<file path="src/rtl/lcd_instr_writer_if.sv">
// ---------------------------------------------------------------------------
// lcd_instr_writer_if
//
// Command channel between the init/display-control FSMs and the LCD
// instruction writer. One command is transferred per valid/ready handshake;
// busy and done report progress of the command currently on the LCD bus.
//
// Signals:
//   cmd_valid  requester -> writer  command present
//   cmd_ready  writer -> requester  writer is idle and can take a command
//   cmd_rs     requester -> writer  register select (0 instruction, 1 data)
//   cmd_rw     requester -> writer  read/write strobe level for the command
//   cmd_data   requester -> writer  instruction or data byte
//   cmd_long   requester -> writer  use the long post-command wait
//   busy       writer -> requester  high from accept until done
//   done       writer -> requester  one-cycle pulse on command completion
//
// Modports:
//   master  the command source (init or display-control FSM)
//   slave   the LCD instruction writer
// ---------------------------------------------------------------------------
interface lcd_instr_writer_if;

   logic       cmd_valid;
   logic       cmd_ready;
   logic       cmd_rs;
   logic       cmd_rw;
   logic [7:0] cmd_data;
   logic       cmd_long;
   logic       busy;
   logic       done;

   modport master (
      output cmd_valid,
      output cmd_rs,
      output cmd_rw,
      output cmd_data,
      output cmd_long,
      input  cmd_ready,
      input  busy,
      input  done
   );

   modport slave (
      input  cmd_valid,
      input  cmd_rs,
      input  cmd_rw,
      input  cmd_data,
      input  cmd_long,
      output cmd_ready,
      output busy,
      output done
   );

endinterface

</file>
<file path="src/rtl/lcd_instr_writer.sv">
// ---------------------------------------------------------------------------
// lcd_instr_writer
//
// Accepts one character-LCD instruction or data byte per handshake on the
// command interface and plays it out on the LCD pins with programmable
// setup, enable-pulse, hold, inter-nibble and post-command wait times.
// In 4-bit mode the byte is sent as two nibble transfers, high nibble first;
// in 8-bit mode it is sent in a single transfer. Slow instructions such as
// clear and home request the long post-command wait through cmd_long.
//
// Parameters:
//   BUS_W       LCD data bus width, 4 or 8
//   SETUP_CYC   cycles RS/RW/data are stable before E rises
//   PULSE_CYC   cycles E is high
//   HOLD_CYC    cycles data is held after E falls
//   NIBBLE_GAP  cycles between the two nibble transfers (4-bit only)
//   POST_WAIT   cycles after the final hold before done
//   LONG_WAIT   post wait used when the command asked for it
//   CNT_W       delay counter width, must hold every cycle parameter
//
// Ports:
//   clk      system clock
//   reset_n  asynchronous active-low reset
//   cmd      command interface (slave side): valid/ready, rs, rw, data,
//            long, busy, done
//   LCD_RS   LCD register select
//   LCD_RW   LCD read/write
//   LCD_E    LCD enable strobe
//   SF_D     LCD data bus
//
// Every output is a register that changes on the edge entering the state
// that defines it, so the LCD pins never glitch between states.
// ---------------------------------------------------------------------------
module lcd_instr_writer #(
   parameter int BUS_W      = 4,
   parameter int SETUP_CYC  = 2,
   parameter int PULSE_CYC  = 12,
   parameter int HOLD_CYC   = 1,
   parameter int NIBBLE_GAP = 50,
   parameter int POST_WAIT  = 2000,
   parameter int LONG_WAIT  = 82000,
   parameter int CNT_W      = 20
) (
   input  logic               clk,
   input  logic               reset_n,
   lcd_instr_writer_if.slave  cmd,
   output logic               LCD_RS,
   output logic               LCD_RW,
   output logic               LCD_E,
   output logic [BUS_W-1:0]   SF_D
);

   // Any width other than 8 is treated as the 4-bit nibble bus.
   localparam bit FOUR_BIT = (BUS_W != 8);

   // Each state is left when the counter reaches its length minus one.
   localparam logic [CNT_W-1:0] SETUP_LAST = CNT_W'(SETUP_CYC - 1);
   localparam logic [CNT_W-1:0] PULSE_LAST = CNT_W'(PULSE_CYC - 1);
   localparam logic [CNT_W-1:0] HOLD_LAST  = CNT_W'(HOLD_CYC - 1);
   localparam logic [CNT_W-1:0] GAP_LAST   = CNT_W'(NIBBLE_GAP - 1);
   localparam logic [CNT_W-1:0] POST_LAST  = CNT_W'(POST_WAIT - 1);
   localparam logic [CNT_W-1:0] LONG_LAST  = CNT_W'(LONG_WAIT - 1);

   typedef enum logic [2:0] {
      IDLE,
      SETUP,
      ACTIVE,
      HOLD,
      GAP,
      WAIT
   } state_t;

   state_t           state;
   logic [CNT_W-1:0] cnt;
   logic             phase_low;
   logic [7:0]       data_q;
   logic             long_q;
   logic             ready_q;
   logic             busy_q;
   logic             done_q;
   logic [CNT_W-1:0] wait_last;

   // Value placed on the data bus for a given byte and nibble phase. In
   // 8-bit mode the phase is irrelevant and the whole byte is driven.
   function automatic logic [BUS_W-1:0] bus_value(input logic [7:0] byte_in,
                                                  input logic       low);
      logic [7:0] aligned;
      aligned = (FOUR_BIT && !low) ? {4'h0, byte_in[7:4]} : byte_in;
      return aligned[BUS_W-1:0];
   endfunction

   // The post-command wait length is chosen by the latched long flag, so a
   // requester changing cmd_long mid-command cannot stretch or cut the wait.
   assign wait_last = long_q ? LONG_LAST : POST_LAST;

   assign cmd.cmd_ready = ready_q;
   assign cmd.busy      = busy_q;
   assign cmd.done      = done_q;

   // Sequencer: one register block holds the state, the shared delay
   // counter, the latched command and every output. Outputs are assigned on
   // the transition into the state that defines them. While reset_n is low
   // everything, including cmd_ready, is held at zero; cmd_ready rises on
   // the first edge after release, and a command is taken only on an edge
   // where cmd_ready was already high.
   always_ff @(posedge clk or negedge reset_n) begin
      if (!reset_n) begin
         state     <= IDLE;
         cnt       <= '0;
         phase_low <= 1'b0;
         data_q    <= '0;
         long_q    <= 1'b0;
         ready_q   <= 1'b0;
         busy_q    <= 1'b0;
         done_q    <= 1'b0;
         LCD_RS    <= 1'b0;
         LCD_RW    <= 1'b0;
         LCD_E     <= 1'b0;
         SF_D      <= '0;
      end else begin
         done_q <= 1'b0;
         case (state)
            IDLE: begin
               cnt <= '0;
               if (cmd.cmd_valid && ready_q) begin
                  state     <= SETUP;
                  phase_low <= 1'b0;
                  data_q    <= cmd.cmd_data;
                  long_q    <= cmd.cmd_long;
                  ready_q   <= 1'b0;
                  busy_q    <= 1'b1;
                  LCD_RS    <= cmd.cmd_rs;
                  LCD_RW    <= cmd.cmd_rw;
                  LCD_E     <= 1'b0;
                  SF_D      <= bus_value(cmd.cmd_data, 1'b0);
               end else begin
                  ready_q <= 1'b1;
                  busy_q  <= 1'b0;
                  LCD_RS  <= 1'b0;
                  LCD_RW  <= 1'b0;
                  LCD_E   <= 1'b0;
                  SF_D    <= '0;
               end
            end

            SETUP: begin
               if (cnt == SETUP_LAST) begin
                  state <= ACTIVE;
                  cnt   <= '0;
                  LCD_E <= 1'b1;
               end else begin
                  cnt <= cnt + CNT_W'(1);
               end
            end

            ACTIVE: begin
               if (cnt == PULSE_LAST) begin
                  state <= HOLD;
                  cnt   <= '0;
                  LCD_E <= 1'b0;
               end else begin
                  cnt <= cnt + CNT_W'(1);
               end
            end

            // After the high nibble of a 4-bit transfer the bus rests for
            // the nibble gap; otherwise the command is complete on the bus
            // and only the post-command wait remains.
            HOLD: begin
               if (cnt == HOLD_LAST) begin
                  cnt <= '0;
                  if (FOUR_BIT && !phase_low) begin
                     state <= GAP;
                  end else begin
                     state <= WAIT;
                  end
               end else begin
                  cnt <= cnt + CNT_W'(1);
               end
            end

            // The low nibble is put on the bus on the edge entering SETUP so
            // it is stable for the full setup time.
            GAP: begin
               if (cnt == GAP_LAST) begin
                  state     <= SETUP;
                  cnt       <= '0;
                  phase_low <= 1'b1;
                  SF_D      <= bus_value(data_q, 1'b1);
               end else begin
                  cnt <= cnt + CNT_W'(1);
               end
            end

            // Leaving WAIT lands in IDLE with cmd_ready already high, which
            // lets a waiting requester hand over its next command on the
            // very edge that ends the done cycle.
            WAIT: begin
               if (cnt == wait_last) begin
                  state   <= IDLE;
                  cnt     <= '0;
                  done_q  <= 1'b1;
                  ready_q <= 1'b1;
                  busy_q  <= 1'b0;
                  LCD_RS  <= 1'b0;
                  LCD_RW  <= 1'b0;
                  LCD_E   <= 1'b0;
                  SF_D    <= '0;
               end else begin
                  cnt <= cnt + CNT_W'(1);
               end
            end

            default: begin
               state   <= IDLE;
               cnt     <= '0;
               ready_q <= 1'b0;
               busy_q  <= 1'b0;
               LCD_RS  <= 1'b0;
               LCD_RW  <= 1'b0;
               LCD_E   <= 1'b0;
               SF_D    <= '0;
            end
         endcase
      end
   end

endmodule

</file>
<file path="src/flat_wrapper.sv">
// flat-port wrapper written by rule: the top's interface ports become plain ports
module lcd_instr_writer_flat 
#(
   parameter int BUS_W      = 4,
   parameter int SETUP_CYC  = 2,
   parameter int PULSE_CYC  = 12,
   parameter int HOLD_CYC   = 1,
   parameter int NIBBLE_GAP = 50,
   parameter int POST_WAIT  = 2000,
   parameter int LONG_WAIT  = 82000,
   parameter int CNT_W      = 20
)
  (clk, reset_n, LCD_RS, LCD_RW, LCD_E, SF_D, cmd_cmd_valid, cmd_cmd_rs, cmd_cmd_rw, cmd_cmd_data, cmd_cmd_long, cmd_cmd_ready, cmd_busy, cmd_done);
  lcd_instr_writer_if cmd_i ();
  input  logic clk;
  input  logic reset_n;
  output logic LCD_RS;
  output logic LCD_RW;
  output logic LCD_E;
  output logic [BUS_W-1:0] SF_D;
  input wire logic [$bits(cmd_i.cmd_valid)-1:0] cmd_cmd_valid;
  input wire logic [$bits(cmd_i.cmd_rs)-1:0] cmd_cmd_rs;
  input wire logic [$bits(cmd_i.cmd_rw)-1:0] cmd_cmd_rw;
  input wire logic [$bits(cmd_i.cmd_data)-1:0] cmd_cmd_data;
  input wire logic [$bits(cmd_i.cmd_long)-1:0] cmd_cmd_long;
  output wire logic [$bits(cmd_i.cmd_ready)-1:0] cmd_cmd_ready;
  output wire logic [$bits(cmd_i.busy)-1:0] cmd_busy;
  output wire logic [$bits(cmd_i.done)-1:0] cmd_done;
  assign cmd_i.cmd_valid = cmd_cmd_valid;
  assign cmd_i.cmd_rs = cmd_cmd_rs;
  assign cmd_i.cmd_rw = cmd_cmd_rw;
  assign cmd_i.cmd_data = cmd_cmd_data;
  assign cmd_i.cmd_long = cmd_cmd_long;
  assign cmd_cmd_ready = cmd_i.cmd_ready;
  assign cmd_busy = cmd_i.busy;
  assign cmd_done = cmd_i.done;
  lcd_instr_writer #(.BUS_W(BUS_W), .SETUP_CYC(SETUP_CYC), .PULSE_CYC(PULSE_CYC), .HOLD_CYC(HOLD_CYC), .NIBBLE_GAP(NIBBLE_GAP), .POST_WAIT(POST_WAIT), .LONG_WAIT(LONG_WAIT), .CNT_W(CNT_W)) u_core (.clk(clk), .reset_n(reset_n), .cmd(cmd_i), .LCD_RS(LCD_RS), .LCD_RW(LCD_RW), .LCD_E(LCD_E), .SF_D(SF_D));
endmodule
</file>
<file path="config.mk">
export PLATFORM = sky130hd
export DESIGN_NAME = lcd_instr_writer_flat
export DESIGN_NICKNAME = d
export VERILOG_FILES = /design/src/rtl/lcd_instr_writer_if.sv /design/src/rtl/lcd_instr_writer.sv /design/src/flat_wrapper.sv
export SDC_FILE = /design/constraint.sdc
export NUM_CORES = 1
export LEC_CHECK = 0
export ABC_CLOCK_PERIOD_IN_PS = 6000
export CAP_MARGIN = 20
export CORE_UTILIZATION = 50
export DETAILED_ROUTE_END_ITERATION = 10
export DONT_BUFFER_PORTS = 1
export PLACE_DENSITY = 0.67
export SLEW_MARGIN = 25
export SYNTH_ARGS = -nofsm -noshare
export SYNTH_HDL_FRONTEND = slang
export SYNTH_SLANG_ARGS = --single-unit
</file>
<file path="constraint.sdc">
create_clock -name clk -period 6 [get_ports clk]
set_clock_uncertainty 0.1 [all_clocks]
set_input_delay 1.2 -clock clk [delete_from_list [all_inputs] [get_ports clk]]
set_output_delay 1.2 -clock clk [all_outputs]
set_load 0.02 [all_outputs]
</file>
---- Word-level counts from Yosys, hierarchy flattened ----
Cells that the tools add are included.
storage, ports and cells
  flip-flop bits (word level) ............. 39
  bits of input ports ..................... 14
  logic and storage cells ................. 81
  output and inout port bits .............. 10
operators by class
  multiplexer cells ....................... 37
  $add $sub $neg .......................... 1
  equal/unequal tests ..................... 15
  bitwise logic cells ..................... 3
  reduce and logical (&&, ||, !) cells .... 13
operator list
  operator                                               number
  two-way mux 20 bit                                     5
  case mux 20 bit (5 select lines)                       1
  adder 20 x 1 -> 20 bit, second input constant          1
  == test 20 x 1 -> 1 bit, second input constant         1
  == test 20 bit                                         1
  == test 20 x 4 -> 1 bit, second input constant         1
  == test 20 x 6 -> 1 bit, second input constant         1
  zero test 20 bit                                       1
  two-way mux 3 bit                                      6
  case mux 3 bit (6 select lines)                        1
  two-way mux 17 bit                                     1
  case mux 4 bit (4 select lines)                        1
  two-way mux 1 bit                                      13
  two-way mux 4 bit                                      3
  inequality test 2 x 1 -> 1 bit, second input constant  6
  case mux 1 bit (3 select lines)                        4
  == test 3 x 2 -> 1 bit, second input constant          2
  == test 3 bit, second input constant                   2
  AND reduction 3 bit                                    2
  AND reduction 6 bit                                    1
  case mux 1 bit (4 select lines)                        1
  AND reduction 2 bit                                    2
  AND reduction 4 bit                                    1
  OR reduction 4 bit                                     1
  other kinds (8)                                        10

---- Depth between registers and ports, before layout ----
Gate-level depths: netlist of run 1.
  depth after elaboration ................. 4
  gate-level depth with buffers ........... 8
  gate-level depth less buffers ........... 7

---- Least setup slack after synthesis of run 1 ----
Ideal clock, no wire load.
  path type ............................... input port to flip-flop
  from .................................... in cmd_cmd_valid
  to ...................................... reg u_core.data_q[0]
  data required time ...................... 5775 ps
  library setup time ...................... 125 ps
  path buffers ............................ 0
  stages on the path ...................... 3
  arrival ................................. 2094 ps
  path slack .............................. 3681 ps
  cell sequence ........................... nand4bb_1 nor2_1 mux2_2
on the way
  cells in the longest elaborated chain, start to end .. 2
ends and longest elaborated chain
  element                        RTL line                 RTL
  start, declared                flat_wrapper.sv:21       input wire logic [$bits(cmd_i.cmd_valid)-1:0] cmd_cmd_valid;
  logical AND 1 bit              lcd_instr_writer.sv:125  if (cmd.cmd_valid && ready_q) begin
  AND reduction 2 bit (no line)  n/a
  end signal, assigned           lcd_instr_writer.sv:128  data_q <= cmd.cmd_data;
  end, declared                  lcd_instr_writer.sv:76   logic [7:0] data_q;
Every way passes these cells.
A chain may end at the register's enable or synchronous reset.

---- Worst setup path in the final report of run 1 ----
  from .................................... reg u_core.cnt[1]
  to ...................................... reg u_core.cnt[3]
on the way
  cells in the longest elaborated chain, start to end .. 3
  elaborated cells between the ends (all ways) .. 12
  those cells by class .................... 1 x add/sub; 4 x eq/ne; 6 x mux; 1 x reduce/logical
ends and longest elaborated chain
  element                                         RTL line                 RTL
  start, declared                                 lcd_instr_writer.sv:74   logic [CNT_W-1:0] cnt;
  start signal, assigned                          lcd_instr_writer.sv:152  cnt <= cnt + CNT_W'(1);
  start signal, assigned                          lcd_instr_writer.sv:162  cnt <= cnt + CNT_W'(1);
  start signal, assigned                          lcd_instr_writer.sv:178  cnt <= cnt + CNT_W'(1);
  adder 20 x 1 -> 20 bit (tied with other cells)  n/a
  two-way mux 20 bit (on tied branches)           n/a
  case mux 20 bit (5 select lines) (*)            lcd_instr_writer.sv:122  case (state)
Every way passes the cells marked *; elsewhere a longest branch is shown, timed or not.

==> results of run 1 <==
per-layer routing:
layer / up-vias / track usage (%) / part of all wire (%)
met2: 27 / 29.17 / 42
met5: - / 0 / 0
met1: 774 / 30.88 / 52
met4: 0 / 7.031 / 1.4
met3: 6 / 6.000 / 3.9
li1: 811 / - / -
layout by cell type (no fill, tap or decap), drive strengths merged, types with 3 or more instances in the layout:
cell type / netlist / final
dfrtp: 39 / 39
nor2: 30 / 30
nand2: 15 / 15
o21ai: 12 / 12
nand3: 10 / 10
nand4: 10 / 10
xor2: 10 / 10
inv: 9 / 9
xnor2: 9 / 9
clkbuf: 10 / 7
a21oi: 5 / 5
o31ai: 5 / 5
mux2: 5 / 5
mux2i: 4 / 4
a21o: 4 / 4
nand2b: 3 / 3
a311oi: 3 / 3
and2: 3 / 3
and4: 3 / 3
nor3: 3 / 3
or2: 3 / 3
ha: 3 / 3
nor4: 3 / 3
critical path, cell delays in order, from the launching register on:
cell and delay [ns]:
dfrtp_1 0.41, inv_1 0.09, ha_1 0.13, or3b_2 0.47, nor4_2 0.55, nand3_1 0.20
a211oi_2 0.24, buf_4 0.26, nor2_1 0.08
logic make-up (layout without fill, tap and decap cells):
group                      after synthesis  after routing
adders and majority gates                3              3
AOI/OAI and AO/OA                       42             42
DFF                                     39             39
and+or+nand+nor                         98             98
buffers and inverters                   21             18
muxes                                    9              9
xor gates and xnor gates                19             19
flip-flops by register name, indices dropped and copies added (netlist names):
name,cells
u_core.LCD_RW,1
u_core.SF_D,4
u_core.data_q,4
u_core.cmd.cmd_ready,1
u_core.long_q,1
u_core.state,3
u_core.LCD_RS,1
u_core.phase_low,1
u_core.cmd.done,1
u_core.cmd.busy,1
u_core.cnt,20
u_core.LCD_E,1
cell type report:
| cell class | instances | area (um^2) | share of cell area (%) |
|---|---|---|---|
| Clock inverter | 1 | 5.005 | 0.2192 |
| Timing Repair Buffer | 1 | 7.507 | 0.3288 |
| Multi-Input combinational cell | 171 | 1122 | 49.15 |
| Clock buffer | 7 | 76.32 | 3.342 |
| Tap cell | 50 | 62.56 | 2.740 |
| Inverter | 9 | 33.78 | 1.479 |
| Sequential cell | 39 | 975.9 | 42.74 |
power groups by stage:
stage	Combinational (mW)	Sequential [mW]	Clock [mW]
2_1_floorplan	0.000536	0.268	0
3_3_place_gp	0.000740	0.268	0
3_5_place_dp	0.000700	0.268	0
4_1_cts	0.000727	0.263	0.174
5_1_grt	0.000805	0.263	0.186
6_report	0.000703	0.263	0.169
how the worst max path moves through the flow:
stage | startpoint | end | slack [ns] | cells past startpoint
6_report | u_core.cnt[1] | u_core.cnt[3] | 3.34 | 8
5_1_grt | u_core.cnt[1] | u_core.cnt[1] | 3.12 | 8
4_1_cts | u_core.cnt[1] | u_core.cnt[3] | 3.38 | 8
3_5_place_dp | u_core.cnt[1] | u_core.cnt[3] | 3.39 | 8
3_3_place_gp | u_core.cnt[1] | u_core.cnt[3] | 3.39 | 8
2_1_floorplan | cmd_cmd_valid | u_core.data_q[0] | 3.68 | 3
stage by stage:
| step | cell area [um^2] | util [%] | setup slack [ns] | total power, mW | std cells |
|---|---|---|---|---|---|
| after floorplan | 2185 | - | 3.681 | 0.2684 | 231 |
| after global routing | 2283 | 55.88 | 3.122 | 0.4489 | 278 |
| after CTS | 2283 | 55.88 | 3.378 | 0.4377 | 278 |
| final | 2283 | 55.88 | 3.341 | 0.4324 | 278 |
| after detailed placement | 2202 | 53.89 | 3.392 | 0.2686 | 270 |
| after global placement | 2202 | 53.89 | 3.390 | 0.2686 | 270 |
==> flow_metrics.tcl, run 1 <==
set metrics [dict create \
    status "finished, final reports clean" \
    tns_ns 0 \
    clk_path_buf_depth 2 \
    whs_path_depth 1 \
    clkPwrFrac_pct 39.1 \
    cts_tree "done" \
    cp-end-kind "flip-flop" \
    dp_hpwl_um 3016 \
    antenna_found_initial 0 \
    ant_nets 0 \
    hold_violations 0 \
    io_buffers 0 \
    synth_top_cell_by_area "dfrtp_1" \
    period_minus_slack_ns 2.659 \
    ctsHoldBuffers 0 \
    fill_cells 377 \
    via_count 1618 \
    slew_violations 0 \
    holdPathEnd "u_core.data_q[1]" \
    cts_root_buf "clkbuf_8" \
    synth-adder-area-share_pct 1.718 \
    fmax_mhz 376.0 \
    grt_pass1_wl_um 7072 \
    synth-seq-area-share_pct 44.67 \
    pwr_density_cell_mw_per_mm2 189.4 \
    worst_slew_pin_slew_ns 0.9512 \
    grt_max_degree 40 \
    synth_edf_count 0 \
    firstDrtPassIters 4 \
    n_antenna_cell 0 \
    yosys.area_share.simple_pct 24.51 \
    synthTopCellsByArea "dfrtp_1, nor2_1, xor2_1" \
    cts_sinks 39 \
    drt-total-wl_um 4278 \
    die_w_um 68.10 \
    syn_inst 231 \
    timing.rr.start "u_core.cnt[1]" \
    setup_viol 0 \
    synth_ff_type "dfrtp_1" \
    start_util_pct 53.46 \
    crit_type "flip-flop to flip-flop" \
    synth_top_family_by_area "simple AND/OR/NAND/NOR gates" \
    drv_cap 0 \
    fin_crit_sh_pct 44.32 \
    io-pin-count 24 \
    leakage_nw 1.050 \
    min_from "u_core.data_q[1]" \
    synth_xor_area_share_pct 7.617 \
    yosysMostFrequentCell "dfrtp_1" \
    hp-class "flip-flop to flip-flop" \
    rsz0062_at_grt "false" \
    rr_worst_depth 8 \
    yosysWarnings 0 \
    ys_top_cells_by_count "dfrtp_1, nor2_1, nand2_1, o21ai_0" \
    coreArea_mm2 0.004086 \
    gp_congestion 0.7865 \
    drive_gt1_share_pct 8.772 \
    synth_compound_gate_area_share_pct 13.12 \
    synthToLayoutAreaGrowth_pct 4.525 \
    fin_nets 244 \
    wl_per_cell_um 15.39 \
    htree_levels 2 \
    slew-limit-headroom_pct 36.35 \
    whs_ns 0.4105 \
    r2r_end "u_core.cnt[3]" \
    synthDistinctLibCells 49 \
    synth_top_area_share_pct 44.67 \
    synth_area_mm2 0.002185 \
    ys_ff_latch 39 \
    dieArea_mm2 0.004638 \
    drc 0 \
    r2r_slack_ns 3.34 \
    crit_fanout 20 \
    clk_pin_slew_ns 0.07 \
    viasPerCell 5.820 \
    die_y_um 68.10 \
    crit_arrival_ns 2.73 \
    grt_pass1_vias 1455 \
    syn_avg_cell_area_um2 9.457 \
    grt_usage_pct 21.01 \
    postCtsSetupRepairBufs 0 \
    rows 23 \
    insertion_delay_ns 0.29 \
    grt-ovfl-total 0 \
    crit_required_ns 6.07 \
    drt_iter0_drc 116 \
    numCtsBuffers 5 \
    start_kind "flip-flop" \
    power.internal_mw 0.3446 \
    async_flop_share_pct 100.0 \
    pwr-share-seq_pct 60.8 \
    power_frac_comb_pct 0.2 \
    syn_nets 248 \
    power_switching_mw 0.08782 \
    sw_frac_of_total_pct 20.31 \
    yosys-mux-area-fraction_pct 4.410 \
    post_cts_resized 0 \
    irDropWorstVdd_v 0.0001045 \
]
(Power assumes the default switching activity.)
==> run 2: changes to the inputs <==
- ABC_CLOCK_PERIOD_IN_PS: 6000 -> 2450
- clock period: 6 -> 2.45 ns (I/O delays scaled with it)
==> flow_metrics.tcl, run 2 (same netlist as run 1, synthesis figures left out) <==
set metrics [dict create \
    grt_pass1_wl_um 7369 \
    drt_iter0_drc 141 \
    rsz0062_at_grt "false" \
    slew_violations 0 \
    clk_path_buf_depth 2 \
    via_count 1680 \
    power_mw 1.058 \
    antenna_found_initial 0 \
    crit_required_ns 2.53 \
    dp_hpwl_um 3101 \
    slew-limit-headroom_pct 69.43 \
    cts_tree "done" \
    die_w_um 68.10 \
    synthToLayoutAreaGrowth_pct 11.28 \
    final_cells 292 \
    dieArea_mm2 0.004638 \
    n_antenna_cell 0 \
    irDropWorstVdd_v 0.0002819 \
    place_inst 284 \
    largest_register_ffs 20 \
    grt_pass1_vias 1534 \
    crit_type "flip-flop to flip-flop" \
    io-pin-count 24 \
    fin_crit_sh_pct 95.61 \
    cp-end-kind "flip-flop" \
    status "finished, final reports clean" \
    setup_viol 0 \
    coreArea_mm2 0.004086 \
    firstDrtPassIters 4 \
    use_met1_pct 32.28 \
    grt-ovfl-total 0 \
    grt-busiest-layer "met1" \
    viasPerCell 5.753 \
    hold_violations 0 \
    hp-class "input pin to flip-flop" \
    met2_usage_pct 29.53 \
    clk_pin_slew_ns 0.07 \
    io_buffers 0 \
    grt_usage_pct 21.57 \
    grt_max_degree 40 \
    gp_congestion 0.8433 \
    largestRegisters "u_core.cnt (20), u_core.SF_D (4), u_core.data_q (4)" \
    cts_root_buf "clkbuf_8" \
    crit_arrival_ns 2.42 \
    wl_per_cell_um 14.77 \
    die_y_um 68.10 \
    fmax_mhz 426.9 \
    drc 0 \
    fin_nets 260 \
    pwr_density_cell_mw_per_mm2 435.3 \
    grt_use_met3_pct 5.167 \
    tns_ns 0 \
    insertion_delay_ns 0.29 \
    worst_slew_pin_slew_ns 0.4554 \
    numCtsBuffers 5 \
    ant_nets 0 \
    crit_fanout 20 \
    utilization_pct 59.49 \
    start_kind "flip-flop" \
    regMostFlops "u_core.cnt" \
    drv_cap 0 \
    drt-total-wl_um 4314 \
    start_util_pct 53.46 \
    htree_levels 2 \
    final_common_cell "dfrtp_1" \
    leakage_nw 1.131 \
    cts_sinks 39 \
    drive_gt1_share_pct 14.05 \
    rows 23 \
    final_cell_mix "dfrtp_1, nor2_1, nand2_1" \
    period_minus_slack_ns 2.342 \
]
==> run 2: cell types whose count changed in the layout (fill, tap and decap cells not counted) <==
cell           change
clkinv_2           -1
buf_12             +2
nor4_4             +1
buf_4             +13
dlygate4sd3_1      +1
clkbuf_1           -1
nor4_2             -1
==> run 2: area by class of cell <==
class / count / area (um^2)
fillers: 369 / 1655
inverters: 9 / 33.78
flip-flops and latches: 39 / 975.9
repair buffers: 17 / 155.1
well taps: 50 / 62.56
multi-input cells: 171 / 1131
clock buffers: 6 / 72.57
==> run 2: timing repair <==
action,4_1_cts,5_1_grt
endpoints found under the setup margin,0,20
resized for setup,0,1
buffers inserted,0,0
hold endpoints to repair,39,0
hold buffers,2,0
==> run 2: final timing paths <==
path,endpoint,depth (start not counted),start,slack (ns)
worst min register to register,u_core.data_q[1],1,u_core.data_q[1],0.41
min in group asynchronous,u_core.cnt[10],2,reset_n,0.54
worst max-delay path,u_core.cnt[15],6,u_core.cnt[12],0.11
worst max register to register,u_core.cnt[15],6,u_core.cnt[12],0.11
worst min-delay path,u_core.data_q[2],1,cmd_cmd_data[2],0.25
max in group asynchronous,u_core.cnt[0],2,reset_n,1.51
==> run 2: stage by stage <==
stage | setup WS [ns] | instance area (um^2) | hold WS (ns)
2_1_floorplan | 0.1874 | 2185 | 0.09441
3_3_place_gp | 0.1050 | 2320 | 0.09558
3_5_place_dp | 0.1275 | 2320 | 0.09545
4_1_cts | 0.09791 | 2422 | 0.2465
5_1_grt | 0.006798 | 2431 | 0.2425
6_report | 0.1077 | 2431 | 0.2476
==> run 2: power breakdown <==
group          total (mW)  leakage, nW  switching, mW  internal (mW)
Clock               0.396       0.0371          0.207          0.190
Sequential          0.644        0.514              0          0.644
Combinational      0.0182        0.579         0.0133        0.00499
==> run 2: layer usage <==
metal / share of wire (%) / routed length, um / vias up
met3: 4.1 / 177 / 7
li1: - / - / 843
met1: 51 / 2200 / 790
met5: 0 / 0 / -
met4: 1.7 / 73 / 0
met2: 43 / 1863 / 40
==> run 2: worst max-delay path, stage by stage (launching register included) <==
cell      delay (ns)
dfrtp_1         0.38
or4_4           0.58
nor4_4          0.33
a41oi_1         0.23
a211oi_2        0.36
buf_12          0.19
nor2_1          0.06
